===== src/rtl/bridge_fifo_pkg.sv =====
`default_nettype none
// ============================================================================
// Module      : bridge_fifo_pkg
// Description : Shared constants and sizing helpers for the bridge FIFO.
// Revision    : 1.0 - initial release
// ============================================================================
package bridge_fifo_pkg;

    localparam int c_def_dsize     = 32;
    localparam int c_def_awidth    = 32;
    localparam int c_def_asize     = 4;
    localparam int c_def_aempty_th = 2;

    function automatic int fifo_depth(input int asize);
        return 1 << asize;
    endfunction

    function automatic int entry_width(input int awidth, input int dsize);
        return awidth + dsize;
    endfunction

endpackage : bridge_fifo_pkg
`default_nettype wire


===== src/rtl/bridge_fifo_ram.sv =====
`default_nettype none
// ============================================================================
// Module      : bridge_fifo_ram
// Description : Simple dual-port synchronous RAM with a registered read port.
// Revision    : 1.0 - initial release
// ============================================================================
module bridge_fifo_ram #(
    parameter int WIDTH = 64,
    parameter int ABITS = 4
) (
    input  logic             clk,
    input  logic             rst,
    input  logic             i_we,
    input  logic [ABITS-1:0] i_waddr,
    input  logic [WIDTH-1:0] i_wentry,
    input  logic             i_re,
    input  logic [ABITS-1:0] i_raddr,
    output logic [WIDTH-1:0] o_rentry
);

    logic [WIDTH-1:0] r_mem [0:(2**ABITS)-1];
    logic [WIDTH-1:0] r_rentry;

    always_ff @(posedge clk) begin
        if (i_we) begin
            r_mem[i_waddr] <= i_wentry;
        end
    end

    // Read-before-write: a same-address read returns the old entry.
    always_ff @(posedge clk) begin
        if (rst) begin
            r_rentry <= '0;
        end else if (i_re) begin
            r_rentry <= r_mem[i_raddr];
        end
    end

    assign o_rentry = r_rentry;

endmodule : bridge_fifo_ram
`default_nettype wire


===== src/rtl/bridge_sync_fifo.sv =====
`default_nettype none
// ============================================================================
// Module      : bridge_sync_fifo
// Description : Single-clock {address, data} FIFO with flags and sticky errors.
// Revision    : 1.0 - initial release
// ============================================================================
module bridge_sync_fifo
    import bridge_fifo_pkg::*;
#(
    parameter int DSIZE     = c_def_dsize,
    parameter int AWIDTH    = c_def_awidth,
    parameter int ASIZE     = c_def_asize,
    parameter int AFULL_TH  = fifo_depth(ASIZE) - 2,
    parameter int AEMPTY_TH = c_def_aempty_th
) (
    input  logic              clk,
    input  logic              rst,
    input  logic              flush,
    input  logic              wr_en,
    input  logic [DSIZE-1:0]  wdata,
    input  logic [AWIDTH-1:0] waddr_in,
    input  logic              rd_en,
    output logic [DSIZE-1:0]  rdata,
    output logic [AWIDTH-1:0] address_out,
    output logic              rvalid,
    output logic              full,
    output logic              empty,
    output logic              almost_full,
    output logic              almost_empty,
    output logic [ASIZE:0]    count,
    output logic              overflow,
    output logic              underflow,
    input  logic              err_clr
);

    localparam int             c_depth   = fifo_depth(ASIZE);
    localparam int             c_ewidth  = entry_width(AWIDTH, DSIZE);
    localparam logic [ASIZE:0] c_one     = {{ASIZE{1'b0}}, 1'b1};
    localparam logic [ASIZE:0] c_depth_v = c_one << ASIZE;

    logic [ASIZE:0]    r_wr_ptr;
    logic [ASIZE:0]    r_rd_ptr;
    logic [ASIZE:0]    r_count;
    logic              r_rvalid;
    logic              r_overflow;
    logic              r_underflow;
    logic              w_full;
    logic              w_empty;
    logic              w_rd_acc;
    logic              w_wr_acc;
    logic              w_ovf_set;
    logic              w_udf_set;
    logic [c_ewidth-1:0] w_rentry;

    assign w_full  = (r_count == c_depth_v);
    assign w_empty = (r_count == '0);

    // Flush swallows both requests and must not be reported as an error.
    assign w_rd_acc  = rd_en & ~w_empty & ~flush;
    assign w_wr_acc  = wr_en & (~w_full | w_rd_acc) & ~flush;
    assign w_ovf_set = wr_en & ~w_wr_acc & ~flush;
    assign w_udf_set = rd_en & ~w_rd_acc & ~flush;

    always_ff @(posedge clk) begin
        if (rst || flush) begin
            r_wr_ptr <= '0;
            r_rd_ptr <= '0;
            r_count  <= '0;
            r_rvalid <= 1'b0;
        end else begin
            if (w_wr_acc) begin
                r_wr_ptr <= r_wr_ptr + c_one;
            end
            if (w_rd_acc) begin
                r_rd_ptr <= r_rd_ptr + c_one;
            end
            r_count  <= r_count + {{ASIZE{1'b0}}, w_wr_acc} - {{ASIZE{1'b0}}, w_rd_acc};
            r_rvalid <= w_rd_acc;
        end
    end

    always_ff @(posedge clk) begin
        if (rst) begin
            r_overflow  <= 1'b0;
            r_underflow <= 1'b0;
        end else begin
            r_overflow  <= w_ovf_set | (r_overflow  & ~err_clr);
            r_underflow <= w_udf_set | (r_underflow & ~err_clr);
        end
    end

    bridge_fifo_ram #(
        .WIDTH (c_ewidth),
        .ABITS (ASIZE)
    ) u_ram (
        .clk      (clk),
        .rst      (rst),
        .i_we     (w_wr_acc),
        .i_waddr  (r_wr_ptr[ASIZE-1:0]),
        .i_wentry ({waddr_in, wdata}),
        .i_re     (w_rd_acc),
        .i_raddr  (r_rd_ptr[ASIZE-1:0]),
        .o_rentry (w_rentry)
    );

    assign {address_out, rdata} = w_rentry;
    assign rvalid       = r_rvalid;
    assign full         = w_full;
    assign empty        = w_empty;
    assign almost_full  = (int'(r_count) >= AFULL_TH);
    assign almost_empty = (int'(r_count) <= AEMPTY_TH);
    assign count        = r_count;
    assign overflow     = r_overflow;
    assign underflow    = r_underflow;

    initial assert (c_depth >= 2 && ASIZE <= 8);

endmodule : bridge_sync_fifo
`default_nettype wire


===== config.mk =====
export PLATFORM = sky130hd
export DESIGN_NAME = bridge_sync_fifo
export DESIGN_NICKNAME = d
export VERILOG_FILES = /design/src/rtl/bridge_fifo_pkg.sv /design/src/rtl/bridge_fifo_ram.sv /design/src/rtl/bridge_sync_fifo.sv
export SDC_FILE = /design/constraint.sdc
export NUM_CORES = 1
export LEC_CHECK = 0
export ABC_AREA = 1
export CAP_MARGIN = 10
export CORE_ASPECT_RATIO = 0.5
export CORE_MARGIN = 5
export CORE_UTILIZATION = 50
export DETAILED_ROUTE_END_ITERATION = 8
export GPL_TIMING_DRIVEN = 1
export PLACE_DENSITY = 0.67
export SLEW_MARGIN = 20
export SYNTH_ARGS = -nofsm -noshare
export SYNTH_HDL_FRONTEND = slang
export SYNTH_SLANG_ARGS = --single-unit

===== constraint.sdc =====
create_clock -name clk -period 5.5 [get_ports clk]
set_clock_uncertainty 0.15 [all_clocks]
set_input_delay 1.1 -clock clk [delete_from_list [all_inputs] [get_ports clk]]
set_output_delay 1.1 -clock clk [all_outputs]
set_load 0.1 [all_outputs]

-- After elaboration in Yosys (flattened, before gate mapping)
Memory sizes are Yosys's and may differ from the RTL's. A register that Yosys moved wholly into a read port is not among the register bits.
Index checks and enable logic that the tools add are counted.
- memories: 1
- bits in read-only memories: 0
- logic and storage cells: 37
- bits of input ports: 70
- register bits: 18
- latch bits: 0
- output and inout bits: 76
- memory bits (writable): 1024
- shift operators: 0
- magnitude comparators: 2
- $add $sub $neg: 4
- multiplexer cells: 2
- $mul: 0
- bitwise gates (word level): 19
- reductions and logical operators: 2
- eq/ne operators: 1
- divide/modulo/power cells: 0
- memory list (name ; words ; bits a word ; rd ports ; clocked after Yosys merged registers in ; write ports ; RTL line ; text):
    u_ram.r_mem ; 16 ; 64 ; 1 ; 1 ; 1 ; bridge_fifo_ram.sv:21 ; logic [WIDTH-1:0] r_mem [0:(2**ABITS)-1];
- operators by type and width (operator ; number):
    5-bit by 1-bit adder with 5-bit output (second input constant) ; 2
    1-bit bitwise AND ; 10
    1-bit NOT ; 6
    5-bit by 1-bit adder with 5-bit output ; 1
    5-bit equality test (second input constant) ; 1
    5-bit by 4-bit >= comparator with 1-bit output (second input constant) ; 1
    5-bit by 2-bit less-or-equal comparator with 1-bit output (second input constant) ; 1
    5-bit zero test ; 1
    5-bit by 1-bit subtractor with 5-bit output ; 1
    1-bit bitwise OR ; 3
    1-bit 2-to-1 mux ; 2
    1-bit logical OR ; 1

-- Logic depth before layout (Yosys ltp)
Gate-level depths: netlist of the first run.
- depth after elaboration: 11
- depth in mapped cells: 15
- depth with buffers taken out: 14

-- Hierarchy
From an unflattened synthesis of the first run, not the netlist that was laid out.
- cell total of the unflattened synthesis: 3841
- area, all modules: 44715.4 um^2
- modules (own cells, without submodules) (module ; cells each ; sequential area each (um^2) ; area each (um^2) ; instances):
    bridge_fifo_ram ; 3719 ; 32030.7 ; 43752.0 ; 1
    bridge_sync_fifo ; 122 ; 320.3 ; 963.4 ; 1

-- Worst setup path after synthesis of the first run
No wires, ideal clock.
- kind: register -> register
- from: reg r_count[2] (netlist: count[2])
- to: mem u_ram.r_mem[11][0], enable pin
- path slack: -0.273 ns
- clock period less this slack: 5.773 ns
- required time: 4.864 ns
- setup time: 0.486 ns
- cell stages (with the launch flop): 10
- arrival time: 5.137 ns
- path buffers: 0
- cells stage by stage: dfxtp_1 inv_1 ha_1 nand3_1 nor2_1 nand2_1 nand2_1 inv_1 nand3_1 nor2_1
- elaborated cells on any way between the ends: 11
- those cells by class: eq/ne (1); mux (2); bitwise (7); reduce/logical (1)
- RTL lines (what ; RTL line ; text):
    from (decl) ; bridge_sync_fifo.sv:43 ; logic [ASIZE:0] r_count;
    from (signal assigned) ; bridge_sync_fifo.sv:77 ; r_count <= r_count + {{ASIZE{1'b0}}, w_wr_acc} - {{ASIZE{1'b0}}, w_rd_acc};
    5-bit equality test ; bridge_sync_fifo.sv:55 ; assign w_full = (r_count == c_depth_v);
    named net full ; bridge_sync_fifo.sv:26 ; output logic full,
    1-bit NOT ; bridge_sync_fifo.sv:60 ; assign w_wr_acc = wr_en & (~w_full | w_rd_acc) & ~flush;
    1-bit bitwise OR ; bridge_sync_fifo.sv:60 ;
    1-bit bitwise AND (2 in series) ; bridge_sync_fifo.sv:60 ;
    1-bit 2-to-1 mux ; bridge_fifo_ram.sv:25 ; if (i_we) begin
    1-bit 2-to-1 mux (implied by the code) ; bridge_fifo_ram.sv:26 ; r_mem[i_waddr] <= i_wentry;
    to (decl) ; bridge_fifo_ram.sv:21 ;
The timed path passes the listed nets, and every way through them passes these cells.

-- Worst setup path in the final report of the first run
- from: reg r_count[2] (netlist: count[2])
- to: out full
- word-level cells in the longest chain between the ends: 1
- ends and longest elaborated chain (what ; RTL line):
    5-bit equality test ; bridge_sync_fifo.sv:55
    to (decl) ; bridge_sync_fifo.sv:26
No other way between the ends.

==> results.json, run 1 <==
{
  "design.core.area_mm2": 0.0913,
  "die_area_mm2": 0.0993,
  "dpl.hpwl_um": 61100,
  "timing.setup.tns_ns": 0,
  "cts_resized": 0,
  "wl_per_cell_um": 19.7,
  "start_util_pct": 50.8,
  "cts-hold-fix-buffers": 0,
  "cpPeakStageDelay_ns": 1.17,
  "worst_pin_slew_ns": 1.07,
  "die_h_um": 225,
  "final_area_mm2": 0.0524,
  "vdd_drop_max_uv": 255,
  "final_cell_mix": "1621 x nand2_1, 1024 x edfxtp_1, 709 x nand3_1",
  "hold_class": "reg2reg",
  "critPathRequiredTime_ns": 4.25,
  "dp.cells": 5673,
  "cp_slowest_cell": "clkdlybuf4s50_1",
  "drc": 0,
  "synth_area_mm2": 0.0464,
  "clockRootBuffer": "clkbuf_16",
  "final_common_cell": "nand2_1",
  "fin_util_pct": 57.4,
  "drive_gt1_share_pct": 4.96,
  "setup-violations-final": 0,
  "synth_top_area_share_pct": 66.3,
  "pre_cts_slack_ns": 1.44,
  "path_cells": "inv_1 > ha_1 > nand3_1 > nor2_1 > clkdlybuf4s50_1",
  "vias": 31100,
  "critical_path_arrival_ns": 2.83,
  "synth_warnings": 0,
  "cp-end-kind": "primary output",
  "yosysSeqAreaShare_pct": 69.8,
  "final_nets": 4620,
  "synth.largest_area_cell": "edfxtp_1",
  "fmax_mhz": 245,
  "placed_area_mm2": 0.0490,
  "io_buffers": 145,
  "ys_ff_latch": 1104,
  "status": "completed",
  "critPathKind": "reg2out",
  "vias_per_cell": 5.30,
  "grt-ovfl-total": 0,
  "synth_fp_nets": 4562,
  "rsz0062_at_grt": "no",
  "p_leak_nw": 21.3,
  "ios": 146,
  "nFillCells": 7410,
  "synth.avg_cell_area_um2": 10.4,
  "grt_max_degree": 167,
  "timing.final.ws_setup_ns": 1.42,
  "fp-row-count": 78,
  "syn_inst": 4475,
  "maxCapViolations": 0,
  "synth.area.top_cells": "edfxtp_1 66%, nand2_1 13%, nand3_1 7.7%",
  "post_cts_buffers": 0,
  "grt_pass1_vias": 29800,
  "fin_crit_ns": 4.08,
  "cp_max_fo": 5,
  "fin_crit_sh_pct": 74.2,
  "slew_headroom_pct": 28.5,
  "grt_pass1_wl_um": 176000,
  "clkTransAtPathRegs_ns": 0.06,
  "start_kind": "flip-flop",
  "fin_hold_ws_ns": 0.315,
  "stdcell_count": 5859,
  "areaGrowthSynthToFinish_pct": 13.0,
  "critPathTopFamily": "buffers and inverters",
  "power_density_mw_per_mm2": 340,
  "cp_num_buf_inv": 2,
  "die_w_um": 441,
  "hold_viol": 0,
  "drtIter0Drc": 3194,
  "finalPower_mw": 17.8,
  "routed_wl_um": 115000,
  "clk_latency_ns": 0.69,
  "firstDrtPassIters": 5,
  "synth_cell_types": 22,
  "cts.path.max_buffers": 3,
  "cts_tree": "done",
  "place.gp.congestion": 0.815,
  "slew_violations": 0,
  "antenna_found_initial": 1,
  "cts_sinks": 1104,
  "cts_buffers": 98,
  "ant_nets": 0,
  "grtUsageTotal_pct": 23.0,
  "h-tree-depth": 3
}
[cell families after synthesis]
group / count (synthesis) / share of synthesized area, %
simple gates: 2489 / 22.1
buf+inv: 840 / 7.37
flops: 1104 / 69.8
compound gates: 25 / 0.289
fa+ha+maj: 17 / 0.475
[layout make-up]
type                       count  area [um2]  share of cell area (%)
sequential                  1104       32400                    61.8
inverter                     604        2290                    4.38
tap                         1240        1550                    2.96
multi-input combinational   2531       10700                    20.5
clock buffer                 122        2670                    5.09
timing repair buffer         194        2030                    3.88
clock inverter                63         747                    1.43
antenna                        1        2.50                 0.00478
[power by group]
group	switching, mW	internal (mW)
combinational	0.944	0.300
sequential	0.0535	9.25
clock	3.11	4.16
total	4.11	13.7
[tightest hold or removal path, stage by stage, from the launching register on]
cell and delay, ns:
dfxtp_1 0.31, nand2_1 0.06, a21oi_1 0.05
[synth_stat cells (all sizes together)]
cell type	count
nand2	1621
a21oi	13
a32oi	1
edfxtp	1024
clkbuf	75
o21ai	9
o21a	1
nand3	709
inv	604
nand4	1
buf	161
nor2	156
fa	1
dfxtp	80
nor3	2
ha	16
o21bai	1
[worst paths after layout]
check	startpoint	endpoint	slack (ns)	cells past startpoint
worst min-delay path	underflow	underflow	0.31	2
worst min register to register	underflow	underflow	0.31	2
worst max-delay path	count[2]	full	1.42	5
worst max register to register	count[2]	u_ram.r_mem[13][43]	2.18	10
[state kept, by name, summed over array words and instances (netlist names)]
name,cells
r_rd_ptr,4
overflow,1
rvalid,1
u_ram.r_mem,1024
underflow,1
count,5
r_wr_ptr,4
u_ram.o_rentry,64
[routing by layer]
layer  track usage (%)  up-vias  routed length [um]
met2              37.2     1211               54200
met3              3.58      210                8470
met1              32.4    15000               49400
li1                  -    14600                   -
met5                 0        -                   0
met4              7.30        0                3330
No activity file was read; power rests on OpenSTA's default activity.
==> run 2, diff against run 1 <==
--- a/config.mk
+++ b/config.mk
@@ -12,7 +12,7 @@
 export CORE_UTILIZATION = 50
 export DETAILED_ROUTE_END_ITERATION = 8
 export GPL_TIMING_DRIVEN = 1
-export PLACE_DENSITY = 0.67
+export PLACE_DENSITY = 0.7
 export SLEW_MARGIN = 20
 export SYNTH_ARGS = -nofsm -noshare
 export SYNTH_HDL_FRONTEND = slang
==> constraint.sdc (replaced) <==
create_clock -name clk -period 3.6 [get_ports clk]
set_clock_uncertainty 0.15 [all_clocks]
set_input_delay 0.72 -clock clk [delete_from_list [all_inputs] [get_ports clk]]
set_output_delay 0.72 -clock clk [all_outputs]
set_load 0.1 [all_outputs]
==> results.json, run 2 (synthesis results as in run 1) <==
{
  "cp_slowest_cell": "clkdlybuf4s50_1",
  "vias": 31500,
  "drtIter0Drc": 3747,
  "cpPeakStageDelay_ns": 1.15,
  "netSwitchingFraction_pct": 23.2,
  "h-tree-depth": 3,
  "status": "completed",
  "cts_sinks": 1104,
  "hold_class": "in2reg",
  "critical_path_arrival_ns": 2.18,
  "cts_resized": 0,
  "grt_pass1_vias": 30800,
  "firstDrtPassIters": 5,
  "cp_max_fo": 2,
  "fin_crit_ns": 3.05,
  "largest_register_ffs": 1024,
  "maxCapViolations": 0,
  "die_w_um": 441,
  "cts-hold-fix-buffers": 0,
  "cp.depth": 1,
  "clk_latency_ns": 0.69,
  "die_area_mm2": 0.0993,
  "rr_endpoint": "u_ram.r_mem[0][55]",
  "dpl.hpwl_um": 63700,
  "largest-register": "u_ram.r_mem",
  "start_util_pct": 50.8,
  "slew_headroom_pct": 34.1,
  "grt_pass1_wl_um": 179000,
  "reg2reg_from": "count[2]",
  "ios": 146,
  "intPower_mw": 20.4,
  "grt-ovfl-total": 0,
  "io_buffers": 145,
  "regToRegSetupSlack_ns": 0.84,
  "critPathKind": "reg2out",
  "grtUsageTotal_pct": 23.2,
  "path_cells": "clkdlybuf4s50_1",
  "cts_tree": "done",
  "routed_wl_um": 116000,
  "cts.path.max_buffers": 3,
  "drive_gt1_share_pct": 6.91,
  "p_leak_nw": 21.6,
  "design.core.area_mm2": 0.0913,
  "critPathRequiredTime_ns": 2.73,
  "clockRootBuffer": "clkbuf_16",
  "ant_nets": 0,
  "clkTransAtPathRegs_ns": 0.07,
  "setup-violations-final": 0,
  "hold_viol": 0,
  "cp_num_buf_inv": 1,
  "fin_crit_sh_pct": 84.7,
  "start_kind": "flip-flop",
  "fp-row-count": 78,
  "vdd_drop_max_uv": 466,
  "grt_max_degree": 128,
  "dp.cells": 5709,
  "cts_buffers": 95,
  "clkPwrFrac_pct": 39.3,
  "stdcell_count": 5889,
  "areaGrowthSynthToFinish_pct": 13.3,
  "p_seq_share_pct": 53.6,
  "timing.setup.tns_ns": 0,
  "die_h_um": 225,
  "cp-end-kind": "primary output",
  "switchingPower_mw": 6.16,
  "final_cell_mix": "1621 x nand2_1, 1024 x edfxtp_1, 709 x nand3_1",
  "critPathTopFamily": "buffers and inverters",
  "vias_per_cell": 5.35,
  "drc": 0,
  "comb_power_share_pct": 7.2,
  "place.gp.congestion": 0.812,
  "wl_per_cell_um": 19.7,
  "final_nets": 4653,
  "power_density_mw_per_mm2": 505,
  "reg2reg_depth": 11,
  "final_common_cell": "nand2_1",
  "startpoint": "u_ram.o_rentry[34]",
  "slew_violations": 0,
  "worst_pin_slew_ns": 0.986,
  "fmax_mhz": 328,
  "post_cts_buffers": 0,
  "crit_end": "address_out[2]",
  "antenna_found_initial": 1,
  "rsz0062_at_grt": "no"
}
-- run 2: worst min-delay path by stage --
stage	startpoint	endpoint	slack, ns	cells past startpoint
final	rst	underflow	0.1	2
after global routing	rst	underflow	0.08	2
after CTS	rst	underflow	0.06	2
after detailed placement	underflow	underflow	0.32	2
after global placement	underflow	underflow	0.32	2
after floorplan	r_wr_ptr[2]	r_wr_ptr[2]	0.33	2
-- run 2: layout make-up --
type / instances / area [um2]
fill: 7360 / 38700
sequential: 1104 / 32400
multi-input combinational: 2531 / 10700
clock buffer: 128 / 2580
timing repair buffer: 230 / 2440
inverter: 604 / 2290
tap: 1240 / 1550
clock inverter: 51 / 554
antenna: 1 / 2.50
-- run 2: stage by stage --
| step | utilization (%) | hold slack, ns | area, um2 | worst slack, ns | power (mW) |
|---|---|---|---|---|---|
| 2_1_floorplan | - | 0.329 | 46500 | 0.00298 | 15.7 |
| 3_3_place_gp | 54.1 | 0.316 | 49400 | 0.396 | 16.4 |
| 3_5_place_dp | 54.1 | 0.321 | 49400 | 0.373 | 16.4 |
| 4_1_cts | 57.5 | 0.0575 | 52500 | 0.490 | 26.7 |
| 5_1_grt | 57.6 | 0.0786 | 52500 | 0.479 | 27.4 |
| 6_report | 57.6 | 0.0981 | 52500 | 0.549 | 26.5 |
-- run 2: metal layers --
metal | GRT usage, % | wire length (um) | up-vias
met5 | 0 | 0 | -
met4 | 6.33 | 2610 | 0
met3 | 3.33 | 9400 | 185
met2 | 37.4 | 54000 | 1386
met1 | 33.4 | 49800 | 15200
li1 | - | - | 14700
-- run 2: power groups by stage --
stage | combinational (mW) | sequential [mW] | clock, mW
2_1_floorplan | 0.756 | 15.0 | 0
3_3_place_gp | 1.87 | 14.5 | 0
3_5_place_dp | 1.90 | 14.5 | 0
4_1_cts | 1.91 | 14.2 | 10.5
5_1_grt | 2.05 | 14.2 | 11.1
6_report | 1.91 | 14.2 | 10.4
